$ cat src/rtl/la_rx_readback_if.sv
// Bus bundle between the receiver readback block and its logic-analyzer side.
// RB_TIMESTAMP_EN adds the TS_W parameter and the rd_tstamp signal.
interface la_rx_readback_if #(
    parameter int DATA_W = 16,
    parameter int DEPTH  = 8
`ifdef RB_TIMESTAMP_EN
  , parameter int TS_W   = 16
`endif
);
    logic [DATA_W-1:0]        rx_data;
    logic                     rx_valid;
    logic                     la_ack_tgl;
    logic                     la_clr_ovf;
    logic [DATA_W-1:0]        rd_data;
    logic                     rd_req_tgl;
    logic [$clog2(DEPTH):0]   fill_level;
    logic                     empty;
    logic                     overflow;
`ifdef RB_TIMESTAMP_EN
    logic [TS_W-1:0]          rd_tstamp;

    modport master (
        output rx_data, rx_valid, la_ack_tgl, la_clr_ovf,
        input  rd_data, rd_req_tgl, fill_level, empty, overflow, rd_tstamp
    );
    modport slave (
        input  rx_data, rx_valid, la_ack_tgl, la_clr_ovf,
        output rd_data, rd_req_tgl, fill_level, empty, overflow, rd_tstamp
    );
`else
    modport master (
        output rx_data, rx_valid, la_ack_tgl, la_clr_ovf,
        input  rd_data, rd_req_tgl, fill_level, empty, overflow
    );
    modport slave (
        input  rx_data, rx_valid, la_ack_tgl, la_clr_ovf,
        output rd_data, rd_req_tgl, fill_level, empty, overflow
    );
`endif
endinterface

$ cat src/rtl/la_rx_readback.sv
// Receive-path readback: captures rx words into a FIFO and presents them one at a
// time over a toggle req/ack handshake. Define RB_TIMESTAMP_EN to tag words with a timestamp.
module la_rx_readback #(
    parameter int DATA_W = 16,
    parameter int DEPTH  = 8,
    parameter int TS_W   = 16
) (
    input  logic            wb_clk_i,
    input  logic            wb_rst_n,
    la_rx_readback_if.slave bus
);
`ifdef RB_TIMESTAMP_EN
    localparam int TS_USED = TS_W;
`else
    localparam int TS_USED = 0;
`endif
    localparam int FW = DATA_W + TS_USED;
    localparam int AW = $clog2(DEPTH);
    localparam int CW = AW + 1;

    typedef enum logic {IDLE, PRESENT} state_e;

    state_e            state_q, state_d;
    logic              ack_meta_q, ack_meta_d;
    logic              ack_s_q, ack_s_d;
    logic [AW-1:0]     wr_ptr_q, wr_ptr_d;
    logic [AW-1:0]     rd_ptr_q, rd_ptr_d;
    logic [CW-1:0]     count_q, count_d;
    logic [DATA_W-1:0] rd_data_q, rd_data_d;
    logic              req_q, req_d;
    logic              ovf_q, ovf_d;
    logic [FW-1:0]     mem_q [DEPTH];
    logic [FW-1:0]     wr_word;
    logic [FW-1:0]     head_word;
    logic              full, pop, push, drop;
`ifdef RB_TIMESTAMP_EN
    logic [TS_W-1:0]   ts_cnt_q, ts_cnt_d;
    logic [TS_W-1:0]   rd_ts_q, rd_ts_d;
`endif

`ifdef RB_TIMESTAMP_EN
    assign wr_word = {ts_cnt_q, bus.rx_data};
`else
    assign wr_word = bus.rx_data;
`endif
    assign head_word = mem_q[rd_ptr_q];

    always_comb begin
        state_d    = state_q;
        ack_meta_d = bus.la_ack_tgl;
        ack_s_d    = ack_meta_q;
        wr_ptr_d   = wr_ptr_q;
        rd_ptr_d   = rd_ptr_q;
        count_d    = count_q;
        rd_data_d  = rd_data_q;
        req_d      = req_q;
        ovf_d      = ovf_q;
`ifdef RB_TIMESTAMP_EN
        ts_cnt_d   = ts_cnt_q + TS_W'(1);
        rd_ts_d    = rd_ts_q;
`endif
        full = (count_q == CW'(DEPTH));
        // Host is ready for another word when nothing is on display or it acked the last one.
        pop  = (count_q != '0) && ((state_q == IDLE) || (ack_s_q == req_q));
        // A pop on the same edge frees the slot a full FIFO needs for the incoming word.
        push = bus.rx_valid && (!full || pop);
        drop = bus.rx_valid && full && !pop;

        if (push) begin
            wr_ptr_d = wr_ptr_q + AW'(1);
        end
        if (pop) begin
            rd_ptr_d  = rd_ptr_q + AW'(1);
            rd_data_d = head_word[DATA_W-1:0];
            req_d     = ~req_q;
`ifdef RB_TIMESTAMP_EN
            rd_ts_d   = head_word[FW-1:DATA_W];
`endif
        end
        if (push && !pop) begin
            count_d = count_q + CW'(1);
        end else if (pop && !push) begin
            count_d = count_q - CW'(1);
        end

        if (drop) begin
            ovf_d = 1'b1;
        end else if (bus.la_clr_ovf) begin
            ovf_d = 1'b0;
        end

        case (state_q)
            IDLE:    if (pop) state_d = PRESENT;
            PRESENT: if ((ack_s_q == req_q) && (count_q == '0)) state_d = IDLE;
            default: state_d = IDLE;
        endcase
    end

    always_ff @(posedge wb_clk_i or negedge wb_rst_n) begin
        if (!wb_rst_n) begin
            state_q    <= IDLE;
            ack_meta_q <= 1'b0;
            ack_s_q    <= 1'b0;
            wr_ptr_q   <= '0;
            rd_ptr_q   <= '0;
            count_q    <= '0;
            rd_data_q  <= '0;
            req_q      <= 1'b0;
            ovf_q      <= 1'b0;
`ifdef RB_TIMESTAMP_EN
            ts_cnt_q   <= '0;
            rd_ts_q    <= '0;
`endif
        end else begin
            state_q    <= state_d;
            ack_meta_q <= ack_meta_d;
            ack_s_q    <= ack_s_d;
            wr_ptr_q   <= wr_ptr_d;
            rd_ptr_q   <= rd_ptr_d;
            count_q    <= count_d;
            rd_data_q  <= rd_data_d;
            req_q      <= req_d;
            ovf_q      <= ovf_d;
`ifdef RB_TIMESTAMP_EN
            ts_cnt_q   <= ts_cnt_d;
            rd_ts_q    <= rd_ts_d;
`endif
        end
    end

    // Storage needs no reset: the pointers and count define which entries are live.
    always_ff @(posedge wb_clk_i) begin
        if (push) begin
            mem_q[wr_ptr_q] <= wr_word;
        end
    end

    assign bus.rd_data    = rd_data_q;
    assign bus.rd_req_tgl = req_q;
    assign bus.fill_level = count_q;
    assign bus.empty      = (count_q == '0);
    assign bus.overflow   = ovf_q;
`ifdef RB_TIMESTAMP_EN
    assign bus.rd_tstamp  = rd_ts_q;
`endif
endmodule

$ cat src/flat_wrapper.sv
// flat-port wrapper written by rule: the top's interface ports become plain ports
module la_rx_readback_flat 
#(
    parameter int DATA_W = 16,
    parameter int DEPTH  = 8,
    parameter int TS_W   = 16
)
  (wb_clk_i, wb_rst_n, bus_rx_data, bus_rx_valid, bus_la_ack_tgl, bus_la_clr_ovf, bus_rd_data, bus_rd_req_tgl, bus_fill_level, bus_empty, bus_overflow);
  la_rx_readback_if #(.DATA_W(DATA_W), .DEPTH(DEPTH)) bus_i ();
  input  logic wb_clk_i;
  input  logic wb_rst_n;
  input wire logic [$bits(bus_i.rx_data)-1:0] bus_rx_data;
  input wire logic [$bits(bus_i.rx_valid)-1:0] bus_rx_valid;
  input wire logic [$bits(bus_i.la_ack_tgl)-1:0] bus_la_ack_tgl;
  input wire logic [$bits(bus_i.la_clr_ovf)-1:0] bus_la_clr_ovf;
  output wire logic [$bits(bus_i.rd_data)-1:0] bus_rd_data;
  output wire logic [$bits(bus_i.rd_req_tgl)-1:0] bus_rd_req_tgl;
  output wire logic [$bits(bus_i.fill_level)-1:0] bus_fill_level;
  output wire logic [$bits(bus_i.empty)-1:0] bus_empty;
  output wire logic [$bits(bus_i.overflow)-1:0] bus_overflow;
  assign bus_i.rx_data = bus_rx_data;
  assign bus_i.rx_valid = bus_rx_valid;
  assign bus_i.la_ack_tgl = bus_la_ack_tgl;
  assign bus_i.la_clr_ovf = bus_la_clr_ovf;
  assign bus_rd_data = bus_i.rd_data;
  assign bus_rd_req_tgl = bus_i.rd_req_tgl;
  assign bus_fill_level = bus_i.fill_level;
  assign bus_empty = bus_i.empty;
  assign bus_overflow = bus_i.overflow;
  la_rx_readback #(.DATA_W(DATA_W), .DEPTH(DEPTH), .TS_W(TS_W)) u_core (.wb_clk_i(wb_clk_i), .wb_rst_n(wb_rst_n), .bus(bus_i));
endmodule
$ cat config.mk
export PLATFORM = sky130hd
export DESIGN_NAME = la_rx_readback_flat
export DESIGN_NICKNAME = d
export VERILOG_FILES = /design/src/rtl/la_rx_readback_if.sv /design/src/rtl/la_rx_readback.sv /design/src/flat_wrapper.sv
export SDC_FILE = /design/constraint.sdc
export NUM_CORES = 1
export LEC_CHECK = 0
export BUFFER_PORTS_ARGS = -buffer_cell sky130_fd_sc_hd__buf_2
export CORE_UTILIZATION = 30
export CTS_CLUSTER_DIAMETER = 50
export CTS_CLUSTER_SIZE = 14
export DETAILED_ROUTE_END_ITERATION = 12
export GPL_ROUTABILITY_DRIVEN = 1
export PLACE_DENSITY = 0.5
export RECOVER_POWER = 25
export SYNTH_ARGS = -nofsm -noshare
export SYNTH_HDL_FRONTEND = slang
export SYNTH_SLANG_ARGS = --single-unit
$ cat constraint.sdc
create_clock -name wb_clk_i -period 2.95 [get_ports wb_clk_i]
set_clock_uncertainty 0.15 [all_clocks]
set_input_delay 0.1475 -clock wb_clk_i [delete_from_list [all_inputs] [get_ports wb_clk_i]]
set_output_delay 0.1475 -clock wb_clk_i [all_outputs]
set_load 0.02 [all_outputs]
# After elaboration in Yosys (flattened, before gate mapping)
# Memory sizes are Yosys's and may differ from the RTL's. A register that Yosys moved wholly into a read port is not among the register bits.
# Index checks and enable logic that the tools add are counted.
# totals
ff_bits,15
ram_bits,128
output_inout_bits,23
word_cells,43
n_memories,1
# memory_table
name,words,word_bits,rd,rd_ports_with_merged_regs,write_ports,line_no,source
u_core.mem_q,8,16,1,1,1,la_rx_readback.sv:32,logic [FW-1:0] mem_q [DEPTH];
# classes
addsub,4
eq_ne,2
mux,9
bitwise_logic,2
reduce_logical,17
# op_table
cell,count
two-way mux 4 bit,2
logical AND 1 bit,7
adder 3 x 1 -> 3 bit (second input constant),2
two-way mux 1 bit,6
adder 4 x 1 -> 4 bit (second input constant),1
== test 4 bit (second input constant),1
zero test 1 bit,4
zero test 4 bit,1
nonzero test 2 bit,2
nonzero test 4 bit,1
subtractor 4 x 1 -> 4 bit (second input constant),1
logical OR 1 bit,2
NOT 1 bit,2
one-hot mux 1 bit (2 select lines),1
== test 1 bit,1

# Depth between registers and ports, before layout
# logic_depth
word_depth,9
depth_mapped,11

# Least setup slack after synthesis
# No wires, ideal clock.
# synth_timing
path_kind,register to register
start,reg u_core.req_q (netlist: u_core.bus.rd_req_tgl)
end,"mem u_core.mem_q[2][0] (netlist bit), enable pin"
setup_ps,436
t_arrival_ps,2733
slack_ps,-369
path_stages_with_launch,5
path_cell_list,dfrtp_1 xor2_2 nand4_2 nand2_4 nor4b_1
# synth_between
elab_chain_cells,7
# synth_lines
item,line_no,source
start: declaration,la_rx_readback.sv:30,"logic req_q, req_d;"
start signal: assignment,la_rx_readback.sv:122,req_q <= req_d;
== test 1 bit,la_rx_readback.sv:64,pop = (count_q != '0) && ((state_q == IDLE) || (ack_s_q == req_q));
logical OR 1 bit,la_rx_readback.sv:64,
logical AND 1 bit,la_rx_readback.sv:64,
logical OR 1 bit,la_rx_readback.sv:66,push = bus.rx_valid && (!full || pop);
logical AND 1 bit,la_rx_readback.sv:66,
two-way mux 1 bit,la_rx_readback.sv:133,if (push) begin
two-way mux 1 bit (implied by the code),la_rx_readback.sv:134,mem_q[wr_ptr_q] <= wr_word;
end: declaration,la_rx_readback.sv:32,
# No other way between the ends.

# Final worst setup path
# layout_timing
start,reg u_core.req_q (netlist: u_core.bus.rd_req_tgl)
end,reg u_core.count_q[3] (netlist: u_core.bus.fill_level[3])
# layout_between
elab_chain_cells,8
word_cells_on_any_way,11
classes_between,eq/ne (1); mux (1); reduce/logical (9)
# layout_lines
item,line_no,source
== test 1 bit (*),la_rx_readback.sv:64,
logical OR 1 bit (*),la_rx_readback.sv:64,
logical AND 1 bit (*),la_rx_readback.sv:64,
logical OR 1 bit (*),la_rx_readback.sv:66,
logical AND 1 bit (*),la_rx_readback.sv:66,
via u_core.push,la_rx_readback.sv:35,"logic full, pop, push, drop;"
zero test 1 bit,la_rx_readback.sv:82,end else if (pop && !push) begin
logical AND 1 bit,la_rx_readback.sv:82,
nonzero test 2 bit (no source line),n/a,
end signal: assignment,la_rx_readback.sv:120,count_q <= count_d;
end: declaration,la_rx_readback.sv:28,"logic [CW-1:0] count_q, count_d;"
# Mark *: on every way through the listed nets, which the timed path passes. The rest lies on a longest branch.
# A chain may end at the register's enable or synchronous reset.

==> results by group <==
Clock tree
  – Post-CTS Setup Inserts: 0
  – Clk pin slew, worst setup/hold paths: 0.06 ns
  – Skew-Pair Late Insertion Delay: 0.42 ns
  – Root buf cell: clkbuf_16
  – CTS tree: yes
  – CTS buffer count: 17
  – Sink Count: approximately 160
  – Depth of the CTS H-tree: 4
  – Maximum buffer depth of the clock tree: 2

Layout
  – Layout Utilization: 0.377
  – NumNets Final: 420
  – Share of post-route cells with drive strength above 1: 0.318
  – Area delta synth->final: 23.3%
  – Ant diodes: 0
  – Post-route design area: 7610 µm²

Floorplan
  – Die Span Y: 145 µm
  – Die ar.: approximately 21000 µm²
  – FP Rows: 52
  – Core region area: 20200 µm²
  – Die width: 145 µm
  – IO Pins: 44
  – Starting Density: 0.306

Yosys
  – Netlist cell types: 33
  – Post-synthesis sequential area ratio: 0.749
  – Asr flop ratio synth: 0.195
  – Top FF cell, synth: edfxtp_1
  – Leading area contributor after synthesis: edfxtp_1
  – Mean post-synth cell area: roughly 20 µm²
  – Largest cells by area after synthesis: edfxtp_1, dfrtp_1, mux4_2
  – Top-count cell post-synth: edfxtp_1
  – Syn. warnings: 0
  – Synthesized cell area: 6170 µm²
  – EDFF count, synth: 128
  – Post-synth top area share: 0.623
  – Syn Inst Count: 309
  – FF+latch count, synth: 159
  – Syn_nets: 336
  – Top post-synthesis cells by count: edfxtp_1, mux4_2, dfrtp_1

Route
  – Post-Route WL: 12.2 mm
  – Residual DRC: 0
  – Post-route ant nets: 0
  – Via count: 3063
  – 1st-pass router iterations: 6
  – WL/cell: between 15 and 20 µm
  – DRC marker count from the first detailed-route iteration: about 150
  – Via/cell ratio: 4.53

Global route
  – All-Layer GR Usage: 0.125
  – Antenna violations before repair: 0
  – First-pass GRT wire length: 19.2 mm
  – Number of global-route vias before repair: 3267
  – Total grt overflow: 0
  – Pin count of the biggest net entering global routing: 37

Timing
  – RSZ-0062 raised after global routing: false
  – Setup ws final: 0.229 ns
  – Setup TNS: 0 ns
  – Period Utilization, post-route: 0.922
  – Max Clk Rate: 367 MHz
  – Setup violators final: 0
  – Slew Limit Headroom: 0.406
  – Slew Limit Fails: 0
  – Final hold violation count: 0
  – Tmin final: 2.72 ns
  – Slew @ Worst Pin: 0.891 ns

Power and ir drop
  – Peak VDD IR: 0.645 mV
  – P_leak: around 2.6 nW
  – PwrDens: 1040 nW/µm²

Placement
  – Dpl ws: roughly 0.13 ns
  – Dpl cell area: 6820 µm²
  – I/O Buffers: 43
  – RePlAce Congestion: roughly 0.70
  – Post-detail-place hpwl: 6.91 mm

Hold path
  – Worst Hold Depth: 0
  – Worst Hold Class: flip-flop to flip-flop

Flow run
  – Max-Cap Viols: 0

Outcome
  – Status: finished, final reports clean

Critical path
  – Critical path required time: 3.09 ns
  – Reg2Reg Depth: 10
  – Reg2reg setup slack: between 0.2 and 0.25 ns
  – CP arrival: 2.86 ns
  – Endpoint type of the worst setup path: flip-flop
  – Critical path class: flip-flop to flip-flop
  – Worst setup SP type: flip-flop
  – Critical path peak fanout: 5
sequential cells by signal, summed over array words and instances, names as in the netlist:
name	cells
u_core.ack_meta_q	1
u_core.ack_s_q	1
u_core.bus.fill_level	4
u_core.bus.overflow	1
u_core.bus.rd_data	16
u_core.bus.rd_req_tgl	1
u_core.mem_q	128
u_core.rd_ptr_q	3
u_core.state_q	1
u_core.wr_ptr_q	3
cells by family after synthesis:
| kind of cell | count (synthesis) | synth area share |
|---|---|---|
| buffers and inverters | 20 | 0.0178 |
| DFF | 159 | 0.749 |
| AOI/OAI and AO/OA | 24 | 0.0229 |
| adders and majority gates | 6 | 0.0134 |
| muxes | 52 | 0.150 |
| xor gates and xnor gates | 8 | 0.0126 |
| and+or+nand+nor | 40 | 0.0343 |
layout by cell type, fill, tap and decap left out, drive strengths merged, types with 13 or more instances in the layout:
cell,n
buf,47
mux4,32
a21oi,18
dlygate4sd3,21
clkbuf,29
mux2i,17
nor2,17
dfrtp,31
inv,13
edfxtp,128
worst max-delay path: stages, from the launching register on:
cell and delay [ns]:
dfrtp_1 0.46, xor2_4 0.23, nand4_2 0.16, nand2_4 0.19, inv_4 0.07, ha_1 0.25
inv_2 0.12, ha_1 0.23, a21o_1 0.21, a2111oi_1 0.39, o31ai_1 0.13
what timing repair did:
action | CTS | global route
endpoints found under the hold margin | 162 | 0
hold buffers | 21 | 0
resized for setup | 0 | 4
endpoints found under the setup margin | 0 | 1
path summary, 6_finish.rpt:
check / start / end
max in group asynchronous: wb_rst_n / u_core.rd_ptr_q[0]
min reg2reg: u_core.ack_meta_q / u_core.ack_s_q
min: u_core.ack_meta_q / u_core.ack_s_q
max: u_core.bus.rd_req_tgl / u_core.bus.fill_level[3]
max reg2reg: u_core.bus.rd_req_tgl / u_core.bus.fill_level[3]
min in group asynchronous: wb_rst_n / u_core.bus.rd_data[13]
where the power goes:
| part | switching (mW) | total [mW] | internal [mW] |
|---|---|---|---|
| Sequential | 0.324 | 3.24 | 2.92 |
| Combinational | 1.38 | 2.52 | 1.14 |
| Clock | 0.930 | 2.12 | 1.19 |
| Total | 2.63 | 7.88 | 5.24 |
area by class of cell:
class,count,area (µm²)
Clock buffer,17,425
Multi-Input combinational cell,130,1520
Fill cell,1871,12600
Tap cell,270,338
Timing Repair Buffer,80,531
Sequential cell,159,4620
Inverter,5,21.3
Clock inverter,15,149
stage by stage:
| stage | hold WS [ns] | std cells | power, mW |
|---|---|---|---|
| 2_1_floorplan | -0.298 | 309 | 5.04 |
| 3_3_place_gp | 0.124 | 623 | 5.78 |
| 3_5_place_dp | 0.124 | 623 | 5.83 |
| 4_1_cts | 0.203 | 676 | 7.99 |
| 5_1_grt | 0.206 | 676 | 8.35 |
| 6_report | 0.201 | 676 | 7.88 |
per-layer routing:
metal  wire, µm  up-vias  GRT usage
met4        112        0     0.0379
li1           -     1393          -
met1       5800     1600      0.168
met5          0        -          0
met3        438        8     0.0401
met2       5830       62      0.194
Power figures use the tool's default switching activity.
